[config.mk]
export PLATFORM = sky130hd
export DESIGN_NAME = order_tx_serializer_flat
export DESIGN_NICKNAME = d
export VERILOG_FILES = /design/src/rtl/order_tx_serializer_if.sv /design/src/rtl/order_tx_serializer.sv /design/src/flat_wrapper.sv
export SDC_FILE = /design/constraint.sdc
export NUM_CORES = 2
export LEC_CHECK = 0
export CELL_PAD_IN_SITES_DETAIL_PLACEMENT = 1
export CELL_PAD_IN_SITES_GLOBAL_PLACEMENT = 2
export CORE_MARGIN = 2
export CORE_UTILIZATION = 46
export CTS_CLUSTER_SIZE = 28
export DETAILED_ROUTE_END_ITERATION = 8
export PLACE_DENSITY = 0.77
export SLEW_MARGIN = 15
export SYNTH_ARGS = -nofsm -noshare
export SYNTH_HDL_FRONTEND = slang
export SYNTH_SLANG_ARGS = --single-unit
[constraint.sdc]
create_clock -name i_clk -period 19.4 [get_ports i_clk]
set_input_delay 1.94 -clock i_clk [delete_from_list [all_inputs] [get_ports i_clk]]
set_output_delay 1.94 -clock i_clk [all_outputs]
set_load 0.005 [all_outputs]
[src/rtl/order_tx_serializer_if.sv]
// Egress stream bundle for order_tx_serializer: core-side pair capture plus the
// valid/ready beat stream and status counters toward the MAC.
interface order_tx_serializer_if #(
    parameter int unsigned REG_WIDTH = 32,
    parameter int unsigned NUM_REGS  = 9,
    parameter int unsigned CNT_WIDTH = 16
);
    logic                          i_valid;
    logic [NUM_REGS*REG_WIDTH-1:0] i_buy_msg;
    logic [NUM_REGS*REG_WIDTH-1:0] i_sell_msg;
    logic                          i_tx_ready;
    logic [REG_WIDTH-1:0]          o_tx_data;
    logic                          o_tx_valid;
    logic                          o_tx_last;
    logic                          o_tx_side;
    logic                          o_fifo_full;
    logic [CNT_WIDTH-1:0]          o_sent_count;
    logic [CNT_WIDTH-1:0]          o_drop_count;

    modport slave (
        input  i_valid, i_buy_msg, i_sell_msg, i_tx_ready,
        output o_tx_data, o_tx_valid, o_tx_last, o_tx_side, o_fifo_full,
               o_sent_count, o_drop_count
    );

    modport master (
        output i_valid, i_buy_msg, i_sell_msg, i_tx_ready,
        input  o_tx_data, o_tx_valid, o_tx_last, o_tx_side, o_fifo_full,
               o_sent_count, o_drop_count
    );
endinterface

[src/rtl/order_tx_serializer.sv]
// Buffers buy/sell order pairs in a small FIFO and serializes each pair as the
// full buy message then the full sell message on a valid/ready beat stream.
module order_tx_serializer #(
    parameter int unsigned REG_WIDTH  = 32,
    parameter int unsigned NUM_REGS   = 9,
    parameter int unsigned FIFO_DEPTH = 4,
    parameter int unsigned CNT_WIDTH  = 16
) (
    input logic                   i_clk,
    input logic                   i_reset_n,
    order_tx_serializer_if.slave  bus
);
    localparam int unsigned MSG_W = NUM_REGS * REG_WIDTH;
    localparam int unsigned PTR_W = (FIFO_DEPTH > 1) ? $clog2(FIFO_DEPTH) : 1;
    localparam int unsigned OCC_W = PTR_W + 1;
    localparam int unsigned IDX_W = (NUM_REGS > 1) ? $clog2(NUM_REGS) : 1;
    localparam logic [OCC_W-1:0] OCC_FULL = OCC_W'(FIFO_DEPTH);
    localparam logic [IDX_W-1:0] IDX_LAST = IDX_W'(NUM_REGS - 1);

    typedef enum logic [1:0] {StIdle, StSendBuy, StSendSell} state_e;

    state_e               state_q, state_d;
    logic [IDX_W-1:0]     idx_q, idx_d;
    logic [PTR_W-1:0]     wr_ptr_q, rd_ptr_q;
    logic [OCC_W-1:0]     count_q, count_d;
    logic [CNT_WIDTH-1:0] sent_q, drop_q;
    logic [2*MSG_W-1:0]   mem_q [FIFO_DEPTH];

    logic                 full, push, drop, pop;
    logic                 tx_valid, tx_last, tx_side;
    logic [MSG_W-1:0]     head_msg;
    logic [REG_WIDTH-1:0] tx_data;

    // Fullness uses the registered occupancy, so a same-cycle pop never makes room.
    assign full = (count_q == OCC_FULL);
    assign push = bus.i_valid && !full;
    assign drop = bus.i_valid && full;

    always_comb begin
        state_d  = state_q;
        idx_d    = idx_q;
        tx_valid = 1'b0;
        tx_last  = 1'b0;
        tx_side  = 1'b0;
        pop      = 1'b0;
        unique case (state_q)
            StIdle: begin
                if (count_q != '0) begin
                    state_d = StSendBuy;
                    idx_d   = '0;
                end
            end
            StSendBuy: begin
                tx_valid = 1'b1;
                tx_last  = (idx_q == IDX_LAST);
                if (bus.i_tx_ready) begin
                    if (tx_last) begin
                        state_d = StSendSell;
                        idx_d   = '0;
                    end else begin
                        idx_d = idx_q + 1'b1;
                    end
                end
            end
            StSendSell: begin
                tx_valid = 1'b1;
                tx_side  = 1'b1;
                tx_last  = (idx_q == IDX_LAST);
                if (bus.i_tx_ready) begin
                    if (tx_last) begin
                        pop     = 1'b1;
                        idx_d   = '0;
                        // Another pair already waiting: start it without a bubble.
                        state_d = (count_q > OCC_W'(1)) ? StSendBuy : StIdle;
                    end else begin
                        idx_d = idx_q + 1'b1;
                    end
                end
            end
            default: begin
                state_d = StIdle;
                idx_d   = '0;
            end
        endcase
    end

    always_comb begin
        count_d = count_q;
        unique case ({push, pop})
            2'b10:   count_d = count_q + 1'b1;
            2'b01:   count_d = count_q - 1'b1;
            default: count_d = count_q;
        endcase
    end

    // Entries hold {buy, sell}; buy occupies the upper half.
    always_comb begin
        head_msg = (state_q == StSendSell) ? mem_q[rd_ptr_q][MSG_W-1:0]
                                           : mem_q[rd_ptr_q][2*MSG_W-1:MSG_W];
        tx_data  = '0;
        if (tx_valid) begin
            tx_data = head_msg[int'(idx_q)*REG_WIDTH +: REG_WIDTH];
        end
    end

    always_ff @(posedge i_clk) begin
        if (push) begin
            mem_q[wr_ptr_q] <= {bus.i_buy_msg, bus.i_sell_msg};
        end
    end

    always_ff @(posedge i_clk or negedge i_reset_n) begin
        if (!i_reset_n) begin
            state_q  <= StIdle;
            idx_q    <= '0;
            wr_ptr_q <= '0;
            rd_ptr_q <= '0;
            count_q  <= '0;
            sent_q   <= '0;
            drop_q   <= '0;
        end else begin
            state_q <= state_d;
            idx_q   <= idx_d;
            count_q <= count_d;
            if (push) begin
                wr_ptr_q <= wr_ptr_q + 1'b1;
            end
            if (pop) begin
                rd_ptr_q <= rd_ptr_q + 1'b1;
            end
            if (pop && (sent_q != '1)) begin
                sent_q <= sent_q + 1'b1;
            end
            if (drop && (drop_q != '1)) begin
                drop_q <= drop_q + 1'b1;
            end
        end
    end

    assign bus.o_tx_data    = tx_data;
    assign bus.o_tx_valid   = tx_valid;
    assign bus.o_tx_last    = tx_last;
    assign bus.o_tx_side    = tx_side;
    assign bus.o_fifo_full  = full;
    assign bus.o_sent_count = sent_q;
    assign bus.o_drop_count = drop_q;
endmodule

[src/flat_wrapper.sv]
// flat-port wrapper written by rule: the top's interface ports become plain ports
module order_tx_serializer_flat 
#(
    parameter int unsigned REG_WIDTH  = 32,
    parameter int unsigned NUM_REGS   = 9,
    parameter int unsigned FIFO_DEPTH = 4,
    parameter int unsigned CNT_WIDTH  = 16
)
  (i_clk, i_reset_n, bus_i_valid, bus_i_buy_msg, bus_i_sell_msg, bus_i_tx_ready, bus_o_tx_data, bus_o_tx_valid, bus_o_tx_last, bus_o_tx_side, bus_o_fifo_full, bus_o_sent_count, bus_o_drop_count);
  order_tx_serializer_if #(.REG_WIDTH(REG_WIDTH), .NUM_REGS(NUM_REGS), .CNT_WIDTH(CNT_WIDTH)) bus_i ();
  input logic i_clk;
  input logic i_reset_n;
  input wire logic [$bits(bus_i.i_valid)-1:0] bus_i_valid;
  input wire logic [$bits(bus_i.i_buy_msg)-1:0] bus_i_buy_msg;
  input wire logic [$bits(bus_i.i_sell_msg)-1:0] bus_i_sell_msg;
  input wire logic [$bits(bus_i.i_tx_ready)-1:0] bus_i_tx_ready;
  output wire logic [$bits(bus_i.o_tx_data)-1:0] bus_o_tx_data;
  output wire logic [$bits(bus_i.o_tx_valid)-1:0] bus_o_tx_valid;
  output wire logic [$bits(bus_i.o_tx_last)-1:0] bus_o_tx_last;
  output wire logic [$bits(bus_i.o_tx_side)-1:0] bus_o_tx_side;
  output wire logic [$bits(bus_i.o_fifo_full)-1:0] bus_o_fifo_full;
  output wire logic [$bits(bus_i.o_sent_count)-1:0] bus_o_sent_count;
  output wire logic [$bits(bus_i.o_drop_count)-1:0] bus_o_drop_count;
  assign bus_i.i_valid = bus_i_valid;
  assign bus_i.i_buy_msg = bus_i_buy_msg;
  assign bus_i.i_sell_msg = bus_i_sell_msg;
  assign bus_i.i_tx_ready = bus_i_tx_ready;
  assign bus_o_tx_data = bus_i.o_tx_data;
  assign bus_o_tx_valid = bus_i.o_tx_valid;
  assign bus_o_tx_last = bus_i.o_tx_last;
  assign bus_o_tx_side = bus_i.o_tx_side;
  assign bus_o_fifo_full = bus_i.o_fifo_full;
  assign bus_o_sent_count = bus_i.o_sent_count;
  assign bus_o_drop_count = bus_i.o_drop_count;
  order_tx_serializer #(.REG_WIDTH(REG_WIDTH), .NUM_REGS(NUM_REGS), .FIFO_DEPTH(FIFO_DEPTH), .CNT_WIDTH(CNT_WIDTH)) u_core (.i_clk(i_clk), .i_reset_n(i_reset_n), .bus(bus_i));
endmodule
## Yosys cells after proc, flatten, opt, wreduce, memory -nomap -nowiden

Memories as Yosys holds them, arrays and structs flattened.
Index checks and enable logic that the tools add are counted.

- Memories kept: 1
- Memory bits (writable): 2304
- Register bits: 45
- Word-level logic and storage cells: 64
- Output and inout bits: 68

Memory list:

| memory | depth | bits a word | rd ports | clocked after Yosys merged registers in | write ports | RTL line | source |
|---|---|---|---|---|---|---|---|
| u_core.mem_q | 4 | 576 | 1 | 0 | 1 | order_tx_serializer.sv:27 | `logic [2*MSG_W-1:0] mem_q [FIFO_DEPTH];` |

- Equality and inequality tests: 14
- Order comparisons: 1
- Reductions and logical operators: 11
- Shift-type cells: 1
- Add/sub/neg operators: 7
- Multiplexer cells: 22

Operators with widths:

| operator | count |
|---|---|
| 288-bit 2-to-1 mux | 1 |
| 288-bit by 10-bit indexed part select with 32-bit output | 1 |
| 16-bit by 1-bit adder with 16-bit output, second input constant | 2 |
| 32-bit 2-to-1 mux | 1 |
| 16-bit inequality test, second input constant | 2 |
| 4-bit 2-to-1 mux | 3 |
| 2-bit 2-to-1 mux | 5 |
| 1-bit 2-to-1 mux | 9 |
| 2-bit by 1-bit inequality test with 1-bit output, second input constant | 4 |
| 4-bit one-hot mux with 2 select lines | 1 |
| 2-bit one-hot mux with 3 select lines | 1 |
| 3-bit one-hot mux with 2 select lines | 1 |
| 5-bit AND reduction | 1 |
| 2-bit by 1-bit adder with 2-bit output, second input constant | 2 |
| 4-bit by 1-bit adder with 4-bit output, second input constant | 1 |
| 2-bit by 1-bit equality test with 1-bit output, second input constant | 2 |
| 2-bit equality test, second input constant | 2 |
| 4-bit equality test, second input constant | 1 |
| 1-bit logical AND | 4 |
| 2-bit inequality test, second input constant | 2 |
| 3-bit by 1-bit adder with 3-bit output, second input constant | 1 |
| 3-bit equality test, second input constant | 1 |
| 3-bit by 1-bit greater-than comparator with 1-bit output, second input constant | 1 |
| 3-bit nonzero test | 1 |
| other kinds (6) | 6 |

## Logic depth before layout (Yosys ltp)

- Word-level depth: 6
- Gate-level depth with buffers: 12

## Worst setup path after synthesis

OpenSTA, ideal clock, no wires.

- Kind: input -> register
- Start point: input port bus_i_valid
- End point: memory u_core.mem_q[0][0] (netlist name) (enable)
- Data required time: 18383 ps
- Path buffers: 1
- Slack: 3073 ps
- Data arrival time: 15310 ps
- Setup time: 1017 ps
- Stages: 3
- Path through: nor2b_1 -> clkbuf_1 -> and2_1

- Word-level cells in the longest chain between the ends: 3

RTL lines:

| what | RTL line | source |
|---|---|---|
| from (decl) | flat_wrapper.sv:13 | `input wire logic [$bits(bus_i.i_valid)-1:0] bus_i_valid;` |
| 1-bit logical AND | order_tx_serializer.sv:36 | `assign push = bus.i_valid && !full;` |
| 1-bit 2-to-1 mux | order_tx_serializer.sv:107 | `if (push) begin` |
| 1-bit 2-to-1 mux (not written as such) | order_tx_serializer.sv:108 | `mem_q[wr_ptr_q] <= {bus.i_buy_msg, bus.i_sell_msg};` |
| to (decl) | order_tx_serializer.sv:27 |  |

No other way between the ends.

## Final worst setup path

- Start point: register u_core.rd_ptr_q[0]
- End point: output port bus_o_tx_data[19]

- Word-level cells in the longest chain between the ends: 4

RTL lines:

| what | RTL line | source |
|---|---|---|
| from (decl) | order_tx_serializer.sv:24 | `logic [PTR_W-1:0] wr_ptr_q, rd_ptr_q;` |
| from (signal assigned) | order_tx_serializer.sv:129 | `rd_ptr_q <= rd_ptr_q + 1'b1;` |
| memory read 4 x 576 bit | - |  |
| 288-bit 2-to-1 mux | order_tx_serializer.sv:98 | `head_msg = (state_q == StSendSell) ? mem_q[rd_ptr_q][MSG_W-1:0]` |
| 288-bit by 10-bit indexed part select with 32-bit output | order_tx_serializer.sv:102 | `tx_data = head_msg[int'(idx_q)*REG_WIDTH +: REG_WIDTH];` |
| 32-bit 2-to-1 mux | order_tx_serializer.sv:101 | `if (tx_valid) begin` |
| to (decl) | flat_wrapper.sv:17 | `output wire logic [$bits(bus_i.o_tx_data)-1:0] bus_o_tx_data;` |

No other way between the ends.

==> flow_summary.yaml <==
synthesis:
  synth_compound_area_share_pct: 2.131
  synth-xor-area-share_pct: 0.3480
  yosys.area_share.adder_pct: 0.2348
  cell_with_the_most_instances_after_synthesis: "edfxtp_1"
  post_synth_and_or_nand_nor_area_fraction_pct: 1.588
  proportion_of_synthesized_chip_area_in_sequential_cells_pct: 77.61
  synthFlopType: "edfxtp_1"
  mapped_cells: 4045
  number_of_synthesized_flops_with_an_enable_pin: 2304
  yosysUniqueCellTypes: 65
  synth_largest_type_area_fraction_pct: 76.36
  ys_seq_elements: 2349
  syn_area_per_cell_um2: 22.40
  post-synth-top-area-cell: "edfxtp_1"
  muxShareOfSynthArea_pct: 16.49
  synth.yosys.warnings: 0
  synth.cell_area_mm2: 0.09060
  synthTopCellsByCount: "edfxtp_1 (2304), mux4_2 (549), mux2i_1 (231), nand2_1 (143), clkbuf_1 (62)"
  synth.top_cells.by_area: "edfxtp_1 (76%), mux4_2 (14%), mux2i_1 (2.6%), dfrtp_1 (1.2%), nand2_1 (0.59%)"
  postSynthNetCount: 4642
  synth_top_family_by_area: "multiplexers"
  ys_async_sr_fraction_pct: 1.916
worst_setup_path:
  r2r_end: "u_core.mem_q[2][181]"
  crit_path_start_kind: "flop"
  timing.critical_path.required_ps: 17460
  crit-reg2reg-launch: "u_core.count_q[0]"
  crit_family: "buffers and inverters"
  path_class: "flop to output pin"
  critPathMaxStageDelay_ps: 980
  cpMaxStageDelayCell: "dfrtp_4"
  worst_setup_path_startpoint: "u_core.rd_ptr_q[0]"
  crit_path_max_fanout: 39
  path_depth: 11
  critical_path_buf_inv_count: 6
  crit_path_end: "bus_o_tx_data[19]"
  rrSetupSlack_ps: 13650
  endpoint_kind: "output pin"
  crit_chain: "buf_4 > buf_4 > buf_4 > buf_4 > mux4_2 > mux2i_1 > o21ai_0 > a31oi_1 > nor3_1 > buf_4 > clkdlybuf4s50_1"
  timing.critical_path.mode_cell: "buf_4"
  worst_ep_arrival_time_ps: 7070
  worst-r2r-cell-count: 9
die:
  initial_utilization_pct: 46.37
  rows: 162
  chip_width_um: 447.8
  die_area_mm2: 0.2005
  die_height_um: 447.8
  placeableCoreArea_mm2: 0.1954
  floorplan.io_pins: 648
routing:
  met2_wirelength_um: 130300
  num_vias: 44990
  drt_drc_violations_left: 0
  detailed_router_iteration_count_before_antenna_repair: 5
  antenna_left: 0
  wl_per_cell_um: 33.17
  uppermost_routed_layer: "met5"
  detail_route.vias_per_cell: 5.857
  drt-total-wl_um: 254800
  met3_wirelength_um: 15640
  initial_detailed_routing_violation_count: 3815
  post_route_m1_wl_um: 99550
power:
  cellPowerDensity_mw_per_mm2: 127.9
  power_leakage_nw: 33.57
  combPwrFrac_pct: 18.2
  power_frac_seq_pct: 50.2
  power.clock.fraction_pct: 31.7
  p_switching_mw: 3.824
  power.share.switching_pct: 27.85
  finalPower_mw: 13.73
  internal_power_mw: 9.907
  ir_drop_uv: 76.16
clock_tree:
  cts.path.max_buffers: 3
  root_buf_cell: "clkbuf_16"
  worst_setup_hold_path_clk_slew_ps: 60
  cts.repair_timing.setup_buffer_count: 0
  h-tree-depth: 4
  post_cts.resized_instances: 0
  numCtsBuffers: 233
  tritoncts_clock_tree: "built"
  cts_hold_buffers: 0
  clock_latency_ps: 880
  clock_sink_count: 2349
sta:
  timing.final.crit_period_ps: 9012
  min_period_over_period_pct: 46.45
  slew-limit-headroom_pct: 19.39
  max_clock_freq_mhz: 111.0
  report.final.setup_viol: 0
  rsz0062_at_grt: "false"
  hold_viol_final: 0
  fin_skew_ps: 52.95
  worst_pin_slew_ps: 1209
  finalWorstSetupSlack_ps: 10390
  maxSlewViolCount: 0
  tns_ps: 0
run_status:
  run_status: "completed"
placed_design:
  io_buffers: 647
  detailedPlace.worstSlack_ps: 10980
  detailed_place.area_mm2: 0.09984
  dp_hpwl_um: 167100
  routability_driven_placement_congestion_ratio: 0.7757
global_route:
  antenna_found_initial: 138
  grt_pass1_wl_um: 357200
  first_global_vias: 47140
  grt.total_usage_pct: 25.41
  grt_overflow: 0
  grt_start_max_net_pins: 138
hold_path:
  hold_path_class: "flop to flop"
finish:
  final_cell_area_mm2: 0.1073
  flow.area_growth_from_synthesis_pct: 18.45
  final_layout_size_suffix_gt1_share_pct: 19.96
  num-nets-final: 5404
  final_util_pct: 54.92
flow_run:
  cap_violations: 0
-- metrics by stage --
| stage | instances | hold slack (ps) |
|---|---|---|
| 3_3_place_gp | 7196 | 471.9 |
| 5_1_grt | 7670 | 522.2 |
| 3_5_place_dp | 7196 | 494.2 |
| 4_1_cts | 7638 | 510.0 |
| 2_1_floorplan | 4045 | 461.9 |
| 6_report | 7681 | 500.5 |
-- placed cells by master, fill, tap and decap left out, types with 16 or more instances in the layout --
cell and count:
clkinv_1 78, mux2_2 21, buf_4 84, edfxtp_1 2304, xnor2_1 23, clkinv_2 42
o21ai_0 59, o22ai_1 43, diode_2 43, ha_1 16, a22oi_1 43, nor2_1 54
bufinv_16 16, clkdlybuf4s50_1 646, dfrtp_1 40, nand2_1 142, mux2i_1 230, clkbuf_1 54
a21oi_1 46, a31oi_1 25, nand3_1 39, clkbuf_16 237, mux4_2 549
-- area by class of cell --
class	instances	area, um2
fill	16860	88080
sequential	2349	70330
multi-input combinational	1468	18910
timing repair buffer	738	7242
clock buffer	293	6161
tap	2624	3283
clock inverter	149	1209
antenna	43	107.6
inverter	17	78.83
-- cells by family after synthesis --
group                    after synthesis
multiplexers                         802
adder cells (fa/ha/maj)               17
AO/OA/AOI/OAI                        295
AND/OR/NAND/NOR                      318
buffers and inverters                228
flip-flops                          2349
XOR/XNOR                              36
-- sequential cells by signal, summed over array words and instances, names as in the netlist --
| signal | flops |
|---|---|
| u_core.bus.o_drop_count | 16 |
| u_core.bus.o_sent_count | 16 |
| u_core.count_q | 3 |
| u_core.idx_q | 4 |
| u_core.mem_q | 2304 |
| u_core.rd_ptr_q | 2 |
| u_core.state_q | 2 |
| u_core.wr_ptr_q | 2 |
-- routing by layer --
layer  GRT usage (%)  vias up
li1                -    18700
met1           32.77    24090
met2           43.09     1657
met3           4.843      475
met4           9.182       56
met5               0        -
-- worst min-delay path by stage --
stage                                 from                           to  slack (ps)  cells past startpoint
4_1_cts        u_core.bus.o_sent_count[13]  u_core.bus.o_sent_count[13]         510                      1
3_5_place_dp    u_core.bus.o_sent_count[6]   u_core.bus.o_sent_count[6]         490                      1
5_1_grt         u_core.bus.o_sent_count[6]   u_core.bus.o_sent_count[6]         520                      1
2_1_floorplan            u_core.count_q[2]            u_core.count_q[2]         460                      1
6_report       u_core.bus.o_sent_count[13]  u_core.bus.o_sent_count[13]         500                      1
3_3_place_gp    u_core.bus.o_sent_count[9]   u_core.bus.o_sent_count[9]         470                      1
-- power groups by stage --
| stage | registers (mW) | clock network [mW] | logic (mW) |
|---|---|---|---|
| floorplan | 7.56 | 0 | 1.19 |
| global placement | 6.92 | 0 | 2.52 |
| detailed placement | 6.99 | 0 | 2.53 |
| CTS | 6.89 | 4.42 | 2.54 |
| global route | 6.95 | 4.59 | 2.62 |
| finish | 6.89 | 4.35 | 2.50 |
(Power assumes the default switching activity.)
